--- config.mk ---
export PLATFORM = sky130hd
export DESIGN_NAME = arb4_sched
export DESIGN_NICKNAME = d
export VERILOG_FILES = /design/src/rtl/arb4_sched.sv
export SDC_FILE = /design/constraint.sdc
export NUM_CORES = 1
export LEC_CHECK = 0
export BUFFER_PORTS_ARGS = -buffer_cell sky130_fd_sc_hd__buf_4
export CORE_MARGIN = 2
export CORE_UTILIZATION = 40
export CTS_CLUSTER_SIZE = 16
export DETAILED_ROUTE_END_ITERATION = 8
export PLACE_DENSITY_LB_ADDON = 0.3
export SYNTH_ARGS = -nofsm -noshare
export SYNTH_HDL_FRONTEND = slang
export SYNTH_SLANG_ARGS = --single-unit
--- constraint.sdc ---
create_clock -name clk -period 2.4 [get_ports clk]
set_input_delay 0.24 -clock clk [delete_from_list [all_inputs] [get_ports clk]]
set_output_delay 0.24 -clock clk [all_outputs]
set_load 0.02 [all_outputs]
--- src/rtl/arb4_sched.sv ---
// Four-requester arbiter for a shared datapath slot: one-hot grant plus encoded id, hold timeout, break-before-make gap.
// Define ARB_RR_EN for round-robin selection; the default build is fixed priority 3>2>1>0.
module arb4_sched #(
    parameter int MAX_HOLD = 16,
    parameter int CNT_W    = 5
) (
    input  logic       clk,
    input  logic       rst_n,
    input  logic       enable,
    input  logic [3:0] req,
    output logic [3:0] gnt,
    output logic [1:0] gnt_id,
    output logic       gnt_valid,
    output logic       timeout
);

    localparam logic [1:0] IDLE  = 2'd0;
    localparam logic [1:0] GRANT = 2'd1;
    localparam logic [1:0] TURN  = 2'd2;

    logic [1:0]       state;
    logic [CNT_W-1:0] hold_cnt;
    logic [1:0]       pick_id;
    logic             owner_req;
    logic             hold_last;

`ifdef ARB_RR_EN
    logic [1:0] rr_ptr;
    logic [1:0] idx;
    logic       found;

    // Search upward from rr_ptr; the 2-bit index wraps 3->0 on its own.
    always_comb begin
        pick_id = 2'd0;
        found   = 1'b0;
        idx     = 2'd0;
        for (int i = 0; i < 4; i++) begin
            idx = rr_ptr + 2'(i);
            if (!found && req[idx]) begin
                pick_id = idx;
                found   = 1'b1;
            end
        end
    end
`else
    always_comb begin
        if (req[3])      pick_id = 2'd3;
        else if (req[2]) pick_id = 2'd2;
        else if (req[1]) pick_id = 2'd1;
        else             pick_id = 2'd0;
    end
`endif

    assign owner_req = req[gnt_id];
    assign hold_last = (hold_cnt == CNT_W'(MAX_HOLD - 1));

    // A release by the owner or by enable takes precedence, so timeout only fires on a pure hold expiry.
    always_ff @(posedge clk or negedge rst_n) begin
        if (!rst_n) begin
            state     <= IDLE;
            gnt       <= 4'b0000;
            gnt_id    <= 2'd0;
            gnt_valid <= 1'b0;
            timeout   <= 1'b0;
            hold_cnt  <= '0;
`ifdef ARB_RR_EN
            rr_ptr    <= 2'd0;
`endif
        end else begin
            timeout <= 1'b0;
            case (state)
                IDLE: begin
                    if (enable && (req != 4'b0000)) begin
                        gnt       <= 4'b0001 << pick_id;
                        gnt_id    <= pick_id;
                        gnt_valid <= 1'b1;
                        hold_cnt  <= '0;
                        state     <= GRANT;
                    end
                end
                GRANT: begin
                    if (!owner_req || !enable || hold_last) begin
                        gnt       <= 4'b0000;
                        gnt_id    <= 2'd0;
                        gnt_valid <= 1'b0;
                        hold_cnt  <= '0;
                        timeout   <= owner_req && enable;
                        state     <= TURN;
`ifdef ARB_RR_EN
                        rr_ptr    <= gnt_id + 2'd1;
`endif
                    end else begin
                        hold_cnt <= hold_cnt + CNT_W'(1);
                    end
                end
                TURN: begin
                    state <= IDLE;
                end
                default: begin
                    state <= IDLE;
                end
            endcase
        end
    end

endmodule

After elaboration in Yosys (flattened, before gate mapping). Cells that the tools add are included.

$add $sub $neg: 1. $lt $le $gt $ge: 1. Eq/ne operators: 4. Shift operators: 1. Muxes and demuxes: 22. Reductions and logical operators: 12.

Operator list (number): 2-bit 2-to-1 mux (6); 5-bit 2-to-1 mux (2); 5-bit one-hot mux with 2 select lines (1); 4-bit 2-to-1 mux (2); 2-bit one-hot mux with 2 select lines (2); 4-bit one-hot mux with 2 select lines (1); 1-bit 2-to-1 mux (6); 5-bit by 1-bit adder with 5-bit output, second input constant (1); 5-bit by 4-bit equality test with 1-bit output, second input constant (1); 2-bit inequality test, second input constant (2); 2-bit AND reduction (2); 4-bit nonzero test (1); 1-bit by 2-bit << shifter with 4-bit output, first input constant (1); 2-bit by 3-bit < comparator with 1-bit output, second input constant (1); 3-bit AND reduction (1); 1-bit binary-select mux with 2-bit select (1); 2-bit by 1-bit equality test with 1-bit output, second input constant (1); 1-bit logical AND (2); 1-bit logical NOT (2); 2-bit logical NOT (1); 1-bit logical OR (2); 1-bit one-hot mux with 2 select lines (1); 2-bit nonzero test (1).

Register bits after elaboration: 15. Bits of input ports: 7. Output and inout bits: 8. Logic and storage cells: 47.

Logic depth before layout (Yosys ltp). Gate-level depths: netlist (run 1).

Word-level depth: 7. Gate-level depth with buffers: 7. Gate-level depth less buffers: 7.

Worst setup path after synthesis (run 1). OpenSTA, ideal clock, no wires.

Kind: register to register. Start: register hold_cnt[0]. End: register hold_cnt[0]. Setup time: 65 ps. Arrival: 1758 ps. Data required time: 2335 ps. Slack: 577 ps. Cell stages (with the launch flop): 8. Buffers on the path: 0. Period minus slack after synthesis: 1823 ps. Cell sequence: dfrtp_1 -> ha_1 -> and3_1 -> ha_1 -> nand4bb_1 -> o22a_1 -> nor2_1 -> mux2_2.

Longest elaborated chain between the ends: 4. Elaborated cells between the ends (all ways): 5. Those cells by class: add/sub (1); eq/ne (1); mux (2); reduce/logical (1).

Ends and longest elaborated chain: from (decl) (RTL line 22) `logic [CNT_W-1:0] hold_cnt;`; from (signal assigned) (RTL line 93) `hold_cnt <= hold_cnt + CNT_W'(1);`; parallel branches: the longest is 2 deep, another holds 5-bit by 1-bit adder with 5-bit output; 5-bit 2-to-1 mux (*) (RTL line 82) `if (!owner_req || !enable || hold_last) begin`; 5-bit one-hot mux with 2 select lines (*) (RTL line 71) `case (state)`.

Mark *: on every way between the ends. A chain may end at the register's enable or synchronous reset.

Worst setup path after layout (run 1). Ends and elaborated chain as after synthesis.

==> impl_metrics.py, run 1 <==
metrics = {
    "critical_path": {
        "reg2reg_slack_ns": 0.39,
        "crit_family": "simple AND/OR/NAND/NOR gates",
        "cp_common_cell": "ha_1",
        "cpPeakStageDelay_ns": 0.41,
        "worst_ep_arrival_time_ns": 2.24,
        "slowest_stage": "dfrtp_1",
        "path_cells": "ha_1 -> and3_1 -> ha_1 -> nand4bb_1 -> o22a_1 -> nor2_1 -> mux2_2",
        "rr_startpoint": "hold_cnt[0]",
        "critPathRequiredTime_ns": 2.63,
        "crit_type": "reg2reg",
        "endpoint_kind": "flop",
        "start_kind": "flop",
        "rr_worst_depth": 7,
        "r2r_end": "hold_cnt[0]",
        "cp_max_fo": 5,
        "critPathBufInv": 0,
    },
    "logic_synthesis": {
        "synth_seq_cells": 15,
        "synthesis.nets": 72,
        "yosysWarnings": 0,
        "seq_area_frac_synth_pct": 50.7,
        "syn_avg_cell_area_sq_um": 11.8,
        "synth-edff-count": 0,
        "synth_cells": 63,
        "ys.flop_type": "dfrtp_1",
        "synth_cell_types": 28,
        "postSynth.asyncResetShare_pct": 100,
        "synth.cell_area_sq_um": 741,
    },
    "timing": {
        "tightest_slew_ns": 0.344,
        "fin_crit_sh_pct": 83.9,
        "clock_skew_ns": 0.00439,
        "rsz0062_at_grt": "false",
        "hold_viol_final": 0,
        "min_period_ns": 2.01,
        "finalSetupTns_ns": 0,
        "setup_violations": 0,
        "slew_headroom_pct": 77.0,
        "drv_slew": 0,
        "max_freq_ghz": 0.497,
    },
    "finish": {
        "fin_area_sq_um": 903,
        "drive_gt1_share_pct": 27.2,
        "nets": 91,
        "mostFrequentLayoutCells": "dfrtp_1 (15), buf_4 (14), inv_1 (5), nor2_1 (5), a22o_1 (4)",
        "diodes": 0,
        "layout_commonest_cell": "dfrtp_1",
        "areaGrowthSynthToFinish_pct": 22.0,
        "fin_util_pct": 52.3,
    },
    "placement": {
        "place_area_sq_um": 866,
        "hpwlAfterDp_microns": 972,
        "numPortBuffers": 14,
        "place.gp.congestion": 0.814,
    },
    "drt": {
        "postRouteAntennaNets": 0,
        "wl_per_cell_microns": 12.5,
        "vias_per_cell": 5.12,
        "drc": 0,
        "drt_wl_total_microns": 1320,
        "dr.pass1.iters": 3,
        "vias": 543,
        "drt_iter0_drc": 8,
    },
    "die": {
        "die_y_microns": 47.0,
        "num_io_pins": 15,
        "floorplan.rows": 15,
        "initial_core_util_pct": 42.9,
        "dieArea_sq_um": 2210,
        "fp.dieW_microns": 47.0,
        "coreArea_sq_um": 1730,
    },
    "global_routing": {
        "grt_use_total_pct": 14.0,
        "antenna_found_initial": 0,
        "grt_overflow": 0,
        "grt_pass1_vias": 479,
        "grt_max_degree": 16,
        "grt_pass1_wl_microns": 2080,
    },
    "cts": {
        "cts-root-buf": "clkbuf_4",
        "clk-insertion-delay-late_ns": 0.28,
        "cts.sinks": 15,
        "holdBufCountCts": 1,
        "cts_buffer_depth": 2,
        "path_clk_slew_ns": 0.09,
        "cts_setup_buffers": 0,
        "h-tree-depth": 1,
        "post_cts_resized": 0,
        "cts_inserted_buffers": 3,
        "cts_tree": "yes",
    },
    "worst_hold_path": {
        "hold_end": "gnt[3]",
        "hold_start": "req[3]",
        "hold_path_class": "in2reg",
        "hold-path-cell-count": 2,
    },
    "pwr": {
        "p_per_area_nw_per_um2": 971,
        "leakage_nw": 0.450,
        "ir_drop_uv": 546,
        "power_mw": 0.877,
    },
    "run_status": {
        "status": "completed",
    },
    "job": {
        "drv_cap": 0,
    },
}
[cells by family after synthesis]
group / after synthesis / synth area share (%)
compound gates: 17 / 21.3
simple gates: 20 / 16.4
fa+ha+maj: 2 / 3.38
flops: 15 / 50.7
mux: 3 / 4.22
buf+inv: 6 / 4.05
[power by group]
| part | switching, mW | leakage (nW) | internal, mW |
|---|---|---|---|
| registers | 0.0639 | 0.200 | 0.320 |
| logic | 0.183 | 0.232 | 0.167 |
| clock network | 0.0815 | 0.0177 | 0.0619 |
| total | 0.328 | 0.450 | 0.549 |
[worst max-delay path by stage]
stage                startpoint     endpoint  slack, ns  cells after the start
global placement    hold_cnt[0]  hold_cnt[2]       0.47                      7
floorplan           hold_cnt[0]  hold_cnt[0]       0.58                      7
detailed placement  hold_cnt[0]  hold_cnt[0]       0.40                      7
CTS                 hold_cnt[0]  hold_cnt[0]       0.38                      7
finish              hold_cnt[0]  hold_cnt[0]       0.39                      7
global route        hold_cnt[0]  hold_cnt[3]       0.27                      7
[state kept, by name (all words and copies together) (netlist names)]
| register | flops |
|---|---|
| gnt | 4 |
| gnt_id | 2 |
| gnt_valid | 1 |
| hold_cnt | 5 |
| state | 2 |
| timeout | 1 |
[cell usage after synthesis (2+ instances only)]
cell type	count	share of area, %
or2_1	2	1.7
nor2_1	5	2.5
a32o_1	3	4.1
a221o_1	2	2.7
mux2i_1	2	2.7
and3_1	2	1.7
nand2_1	2	1.0
ha_1	2	3.4
inv_1	5	2.5
a21o_1	2	2.0
nor2b_1	2	1.7
dfrtp_1	15	51
a22o_1	4	4.7
[per-stage QoR]
step,instances,hold slack [ns],worst slack (ns)
global placement,101,0.104,0.472
CTS,106,0.198,0.380
finish,106,0.205,0.386
detailed placement,101,0.103,0.400
floorplan,63,-0.0556,0.577
global route,106,0.193,0.274
[routing by layer]
layer | global-route usage, % | wire length, microns | up-vias | share of wire, %
met5 | 0 | 0 | - | 0
met4 | 6.67 | 12 | 0 | 0.91
met3 | 6.15 | 83 | 2 | 6.3
met2 | 23.0 | 609 | 14 | 46
met1 | 15.6 | 614 | 258 | 47
li1 | - | - | 269 | -
[final cells by class]
| type | instances | area (sq um) |
|---|---|---|
| fill | 169 | 823 |
| sequential | 15 | 375 |
| clock buffer | 3 | 22.5 |
| clock inverter | 1 | 5.00 |
| multi-input combinational | 42 | 335 |
| timing repair buffer | 15 | 115 |
| inverter | 5 | 18.8 |
| tap | 25 | 31.3 |
Power figures use the tool's default switching activity.
==> inputs of run 2 (changes only) <==
==> constraint.sdc (replaced) <==
create_clock -name clk -period 1.8 [get_ports clk]
set_input_delay 0.18 -clock clk [delete_from_list [all_inputs] [get_ports clk]]
set_output_delay 0.18 -clock clk [all_outputs]
set_load 0.02 [all_outputs]
==> impl_metrics.py, run 2 (synthesis gave the netlist of run 1 again) <==
metrics = {
    "pwr": {
        "p_per_area_nw_per_um2": 1250,
        "power.net_switching_mw": 0.470,
        "clock_power_share_pct": 15.9,
        "p_int_mw": 0.775,
        "sequentialPowerShare_pct": 41.6,
        "pwr-share-comb_pct": 42.5,
        "ir_drop_uv": 550,
        "swShare_pct": 37.8,
        "leakage_nw": 0.485,
    },
    "critical_path": {
        "rr_worst_depth": 7,
        "cp_max_fo": 5,
        "worst_ep_arrival_time_ns": 2.00,
        "path_cells": "ha_2 -> and3_4 -> ha_4 -> nand4bb_1 -> o22a_2 -> nor2_4 -> a221o_1",
        "crit_type": "reg2reg",
        "rr_startpoint": "hold_cnt[1]",
        "critPathRequiredTime_ns": 2.03,
        "start_kind": "flop",
        "endpoint_kind": "flop",
        "cpPeakStageDelay_ns": 0.39,
        "r2r_end": "hold_cnt[3]",
        "reg2reg_slack_ns": 0.03,
        "slowest_stage": "dfrtp_1",
    },
    "worst_hold_path": {
        "hold_end": "gnt[3]",
        "hold-path-cell-count": 2,
        "hold_start": "req[3]",
        "hold_path_class": "in2reg",
    },
    "global_routing": {
        "grt_pass1_vias": 544,
        "grt_max_degree": 16,
        "grt_use_total_pct": 15.4,
        "grt_pass1_wl_microns": 2330,
        "grt_overflow": 0,
        "antenna_found_initial": 0,
    },
    "finish": {
        "fin_area_sq_um": 1000,
        "layout_commonest_cell": "buf_4",
        "areaGrowthSynthToFinish_pct": 35.0,
        "fin_util_pct": 57.9,
        "diodes": 0,
        "mostFrequentLayoutCells": "buf_4 (21), dfrtp_1 (15), inv_1 (5)",
        "nets": 98,
        "ff_latch_area_sq_um": 375,
        "reg_top3": "hold_cnt: 5 flops, gnt: 4 flops",
        "nFillCells": 161,
        "regMostFlops": "hold_cnt",
        "multiInputGateArea_sq_um": 380,
        "largest_reg_flops": 5,
        "drive_gt1_share_pct": 38.6,
        "final_cell_count_no_fill": 113,
    },
    "drt": {
        "drc": 0,
        "drt_iter0_drc": 5,
        "vias": 590,
        "vias_per_cell": 5.22,
        "dr.pass1.iters": 4,
        "postRouteAntennaNets": 0,
        "wl_per_cell_microns": 13.4,
        "drt_wl_total_microns": 1510,
    },
    "timing": {
        "slew_headroom_pct": 75.0,
        "min_period_ns": 1.77,
        "worst_slack_ns": 0.0274,
        "rsz0062_at_grt": "true",
        "tightest_slew_ns": 0.374,
        "max_freq_ghz": 0.564,
        "setup_violations": 0,
        "whs_ns": 0.146,
        "clock_skew_ns": 0.00403,
        "drv_slew": 0,
        "hold_viol_final": 0,
        "fin_crit_sh_pct": 98.5,
    },
    "placement": {
        "place_ws_ns": -0.0825,
        "place_area_sq_um": 898,
        "placedCellCount": 105,
        "place.gp.congestion": 0.756,
        "numPortBuffers": 14,
        "hpwlAfterDp_microns": 1030,
    },
    "run_status": {
        "status": "completed",
    },
    "cts": {
        "cts.sinks": 15,
        "cts_buffer_depth": 2,
        "cts-root-buf": "clkbuf_4",
        "h-tree-depth": 1,
        "path_clk_slew_ns": 0.09,
        "cts_inserted_buffers": 3,
        "clk-insertion-delay-late_ns": 0.29,
        "cts_tree": "yes",
    },
    "die": {
        "num_io_pins": 15,
        "coreArea_sq_um": 1730,
        "initial_core_util_pct": 42.9,
        "fp.dieW_microns": 47.0,
        "die_y_microns": 47.0,
        "dieArea_sq_um": 2210,
        "floorplan.rows": 15,
    },
    "job": {
        "drv_cap": 0,
    },
}
==> run 2: worst max-delay path by stage <==
stage / from / to / slack (ns)
global placement: hold_cnt[0] / hold_cnt[3] / -0.03
finish: hold_cnt[1] / hold_cnt[3] / 0.03
detailed placement: hold_cnt[0] / hold_cnt[0] / -0.08
floorplan: hold_cnt[0] / hold_cnt[0] / 0.04
global route: hold_cnt[1] / hold_cnt[3] / -0.07
CTS: hold_cnt[1] / hold_cnt[0] / -0.0004
==> run 2: metal layers <==
layer	routed length (microns)	GRT usage (%)	up-vias
li1	-	-	284
met2	735	26.6	13
met5	0	0	-
met1	679	17.5	289
met4	26	8.33	0
met3	69	3.85	4
==> run 2: critical path: cells and delay by family (launching register included) <==
family / cells / cell delay, ns
flops: 1 / 0.39
compound gates: 2 / 0.47
fa+ha+maj: 2 / 0.35
simple gates: 3 / 0.51
==> run 2: area by class of cell <==
cell class	count	share of cell area (%)
multi-input cells	42	38.0
flip-flops and latches	15	37.5
repair buffers	22	16.8
well taps	25	3.13
clock buffers	4	2.63
inverters	5	1.88
==> run 2: power by group through the flow <==
| stage | Combinational, mW | Clock [mW] | Sequential, mW |
|---|---|---|---|
| global placement | 0.488 | 0 | 0.518 |
| detailed placement | 0.496 | 0 | 0.518 |
| global route | 0.575 | 0.221 | 0.534 |
| floorplan | 0.265 | 0 | 0.575 |
| finish | 0.529 | 0.198 | 0.518 |
| CTS | 0.533 | 0.199 | 0.516 |
==> run 2: stage by stage <==
step                power, mW  setup TNS [ns]
detailed placement       1.01          -0.514
floorplan               0.840               0
finish                   1.25               0
CTS                      1.25       -0.000530
global route             1.33          -0.474
global placement         1.01         -0.0949
==> run 2: timing repair <==
action | in CTS | in global routing
pin swaps | 6 | 4
hold endpoints to repair | 15 | 0
setup buffers | 1 | 2
endpoints found under the setup margin | 13 | 13
hold buffers | 1 | 0
gates resized for setup | 9 | 0
==> inputs of run 3 (changes only) <==
--- a/config.mk
+++ b/config.mk
@@ -5,6 +5,7 @@
 export SDC_FILE = /design/constraint.sdc
 export NUM_CORES = 1
 export LEC_CHECK = 0
+export ABC_AREA = 1
 export BUFFER_PORTS_ARGS = -buffer_cell sky130_fd_sc_hd__buf_4
 export CORE_MARGIN = 2
 export CORE_UTILIZATION = 40
==> impl_metrics.py, run 3 <==
metrics = {
    "cts": {
        "cts-root-buf": "clkbuf_4",
        "cts_tree": "yes",
        "cts_setup_buffers": 0,
        "cts.sinks": 15,
        "h-tree-depth": 1,
        "cts_inserted_buffers": 3,
        "cts_buffer_depth": 2,
        "holdBufCountCts": 1,
        "clk-insertion-delay-late_ns": 0.29,
        "post_cts_resized": 0,
        "path_clk_slew_ns": 0.09,
    },
    "critical_path": {
        "endpoint_kind": "flop",
        "worst_ep_arrival_time_ns": 1.74,
        "critPathRequiredTime_ns": 2.02,
        "cp_max_fo": 8,
        "rr_worst_depth": 9,
        "crit_type": "reg2reg",
        "start_kind": "flop",
    },
    "die": {
        "initial_core_util_pct": 41.2,
        "fp.dieW_microns": 48.3,
        "coreArea_sq_um": 1900,
        "floorplan.rows": 16,
        "num_io_pins": 15,
        "dieArea_sq_um": 2330,
        "die_y_microns": 48.3,
    },
    "pwr": {
        "clock_power_share_pct": 16.6,
        "p_int_mw": 0.679,
        "p_per_area_nw_per_um2": 1230,
        "leakage_nw": 0.523,
        "ir_drop_uv": 711,
        "swShare_pct": 41.8,
        "power.net_switching_mw": 0.487,
        "sequentialPowerShare_pct": 41.4,
        "pwr-share-comb_pct": 42.0,
    },
    "placement": {
        "place.gp.congestion": 0.741,
        "numPortBuffers": 14,
        "hpwlAfterDp_microns": 1070,
        "place_area_sq_um": 912,
    },
    "drt": {
        "dr.pass1.iters": 4,
        "wl_per_cell_microns": 9.23,
        "drt_wl_total_microns": 1370,
        "drc": 0,
        "vias": 656,
        "vias_per_cell": 4.43,
        "postRouteAntennaNets": 0,
        "drt_iter0_drc": 17,
    },
    "timing": {
        "fin_crit_sh_pct": 84.3,
        "slew_headroom_pct": 83.7,
        "drv_slew": 0,
        "max_freq_ghz": 0.659,
        "setup_violations": 0,
        "clock_skew_ns": 0.000644,
        "hold_viol_final": 0,
        "finalSetupTns_ns": 0,
        "tightest_slew_ns": 0.243,
        "min_period_ns": 1.52,
        "rsz0062_at_grt": "false",
    },
    "logic_synthesis": {
        "syn_avg_cell_area_sq_um": 7.62,
        "postSynth.asyncResetShare_pct": 100,
        "synth_area_leaders": "dfrtp_1 (48%), nand2_1 (16%), inv_1 (8.6%)",
        "synth_seq_cells": 15,
        "ys.flop_type": "dfrtp_1",
        "synth-edff-count": 0,
        "seq_area_frac_synth_pct": 47.8,
        "yosysTopAreaCellShare_pct": 47.8,
        "yosysTopAreaCell": "dfrtp_1",
        "synth_cell_types": 15,
        "synth.cell_area_sq_um": 785,
        "synth_cells": 103,
        "synthesis.nets": 112,
        "yosys-top-cells-count": "nand2_1 (33), inv_1 (18), dfrtp_1 (15), nor2_1 (9), nand3_1 (8)",
        "yosysWarnings": 0,
        "yosysMostFrequentCell": "nand2_1",
    },
    "finish": {
        "diodes": 0,
        "multiInputGateArea_sq_um": 327,
        "mostFrequentLayoutCells": "nand2_1 (33), inv_1 (18), dfrtp_1 (15)",
        "drive_gt1_share_pct": 23.1,
        "largest_reg_flops": 5,
        "areaGrowthSynthToFinish_pct": 21.1,
        "ff_latch_area_sq_um": 375,
        "reg_top3": "hold_cnt: 5 flops, gnt: 4 flops",
        "regMostFlops": "hold_cnt",
        "nFillCells": 198,
        "nets": 131,
        "fin_area_sq_um": 950,
        "layout_commonest_cell": "nand2_1",
    },
    "global_routing": {
        "grt_pass1_vias": 570,
        "antenna_found_initial": 0,
        "grt_overflow": 0,
        "grt_max_degree": 16,
        "grt_use_total_pct": 14.6,
        "grt_pass1_wl_microns": 2280,
    },
    "run_status": {
        "status": "completed",
    },
    "worst_hold_path": {
        "hold_path_class": "in2reg",
        "hold-path-cell-count": 3,
    },
    "job": {
        "drv_cap": 0,
    },
}
-- run 3: power by group through the flow --
stage	registers, mW	clock network [mW]	logic, mW
after floorplan	0.547	0	0.289
after global placement	0.487	0	0.491
after detailed placement	0.489	0	0.494
after CTS	0.484	0.201	0.495
after global routing	0.496	0.216	0.556
final	0.483	0.194	0.490
-- run 3: layout make-up --
cell class / count / share of cell area, %
Sequential cell: 15 / 39.5
Multi-Input combinational cell: 68 / 34.4
Timing Repair Buffer: 15 / 12.1
Inverter: 19 / 7.51
Tap cell: 27 / 3.56
Clock buffer: 3 / 2.37
Clock inverter: 1 / 0.527
-- run 3: cell families (layout without fill, tap and decap cells) --
family	count (synthesis)	count (layout)	synth area share, %
and+or+nand+nor	61	61	34.3
buffers and inverters	20	38	10.5
DFF	15	15	47.8
AOI/OAI and AO/OA	5	5	4.15
adders and majority gates	2	2	3.19
-- run 3: worst max-delay path, stage by stage (launching register included) --
cell	delay, ns
dfrtp_1	0.39
ha_1	0.22
nand2_1	0.07
nor2_1	0.04
ha_1	0.20
nor2_1	0.13
nand3_2	0.10
nand2_2	0.15
inv_1	0.07
nor2_1	0.09
-- run 3: worst paths after layout --
kind                                  start          end  slack, ns
worst max-delay path            hold_cnt[0]  hold_cnt[2]       0.28
worst min-delay path                 req[3]       gnt[3]       0.12
worst max register to register  hold_cnt[0]  hold_cnt[2]       0.28
worst min register to register    gnt_valid    gnt_valid       0.48
max in group asynchronous             rst_n    gnt_id[1]       1.36
min in group asynchronous             rst_n  hold_cnt[4]       0.27
-- run 3: routing by layer --
layer	share of wire, %	up-vias	wire, microns	GRT usage [%]
met5	0	-	0	0
met1	48	287	659	18.8
met4	3.0	0	41	9.73
met2	45	15	620	22.4
li1	-	349	-	-
met3	3.2	5	44	2.22
-- run 3: stage by stage --
stage	cells	hold slack [ns]	util, %	power [mW]	setup WS [ns]
4_1_cts	148	0.119	49.9	1.18	0.275
3_5_place_dp	143	0.0447	48.0	0.983	0.297
2_1_floorplan	103	-0.116	-	0.836	0.415
3_3_place_gp	143	0.0444	48.0	0.978	0.339
6_report	148	0.123	49.9	1.17	0.283
5_1_grt	148	0.128	49.9	1.27	0.0832
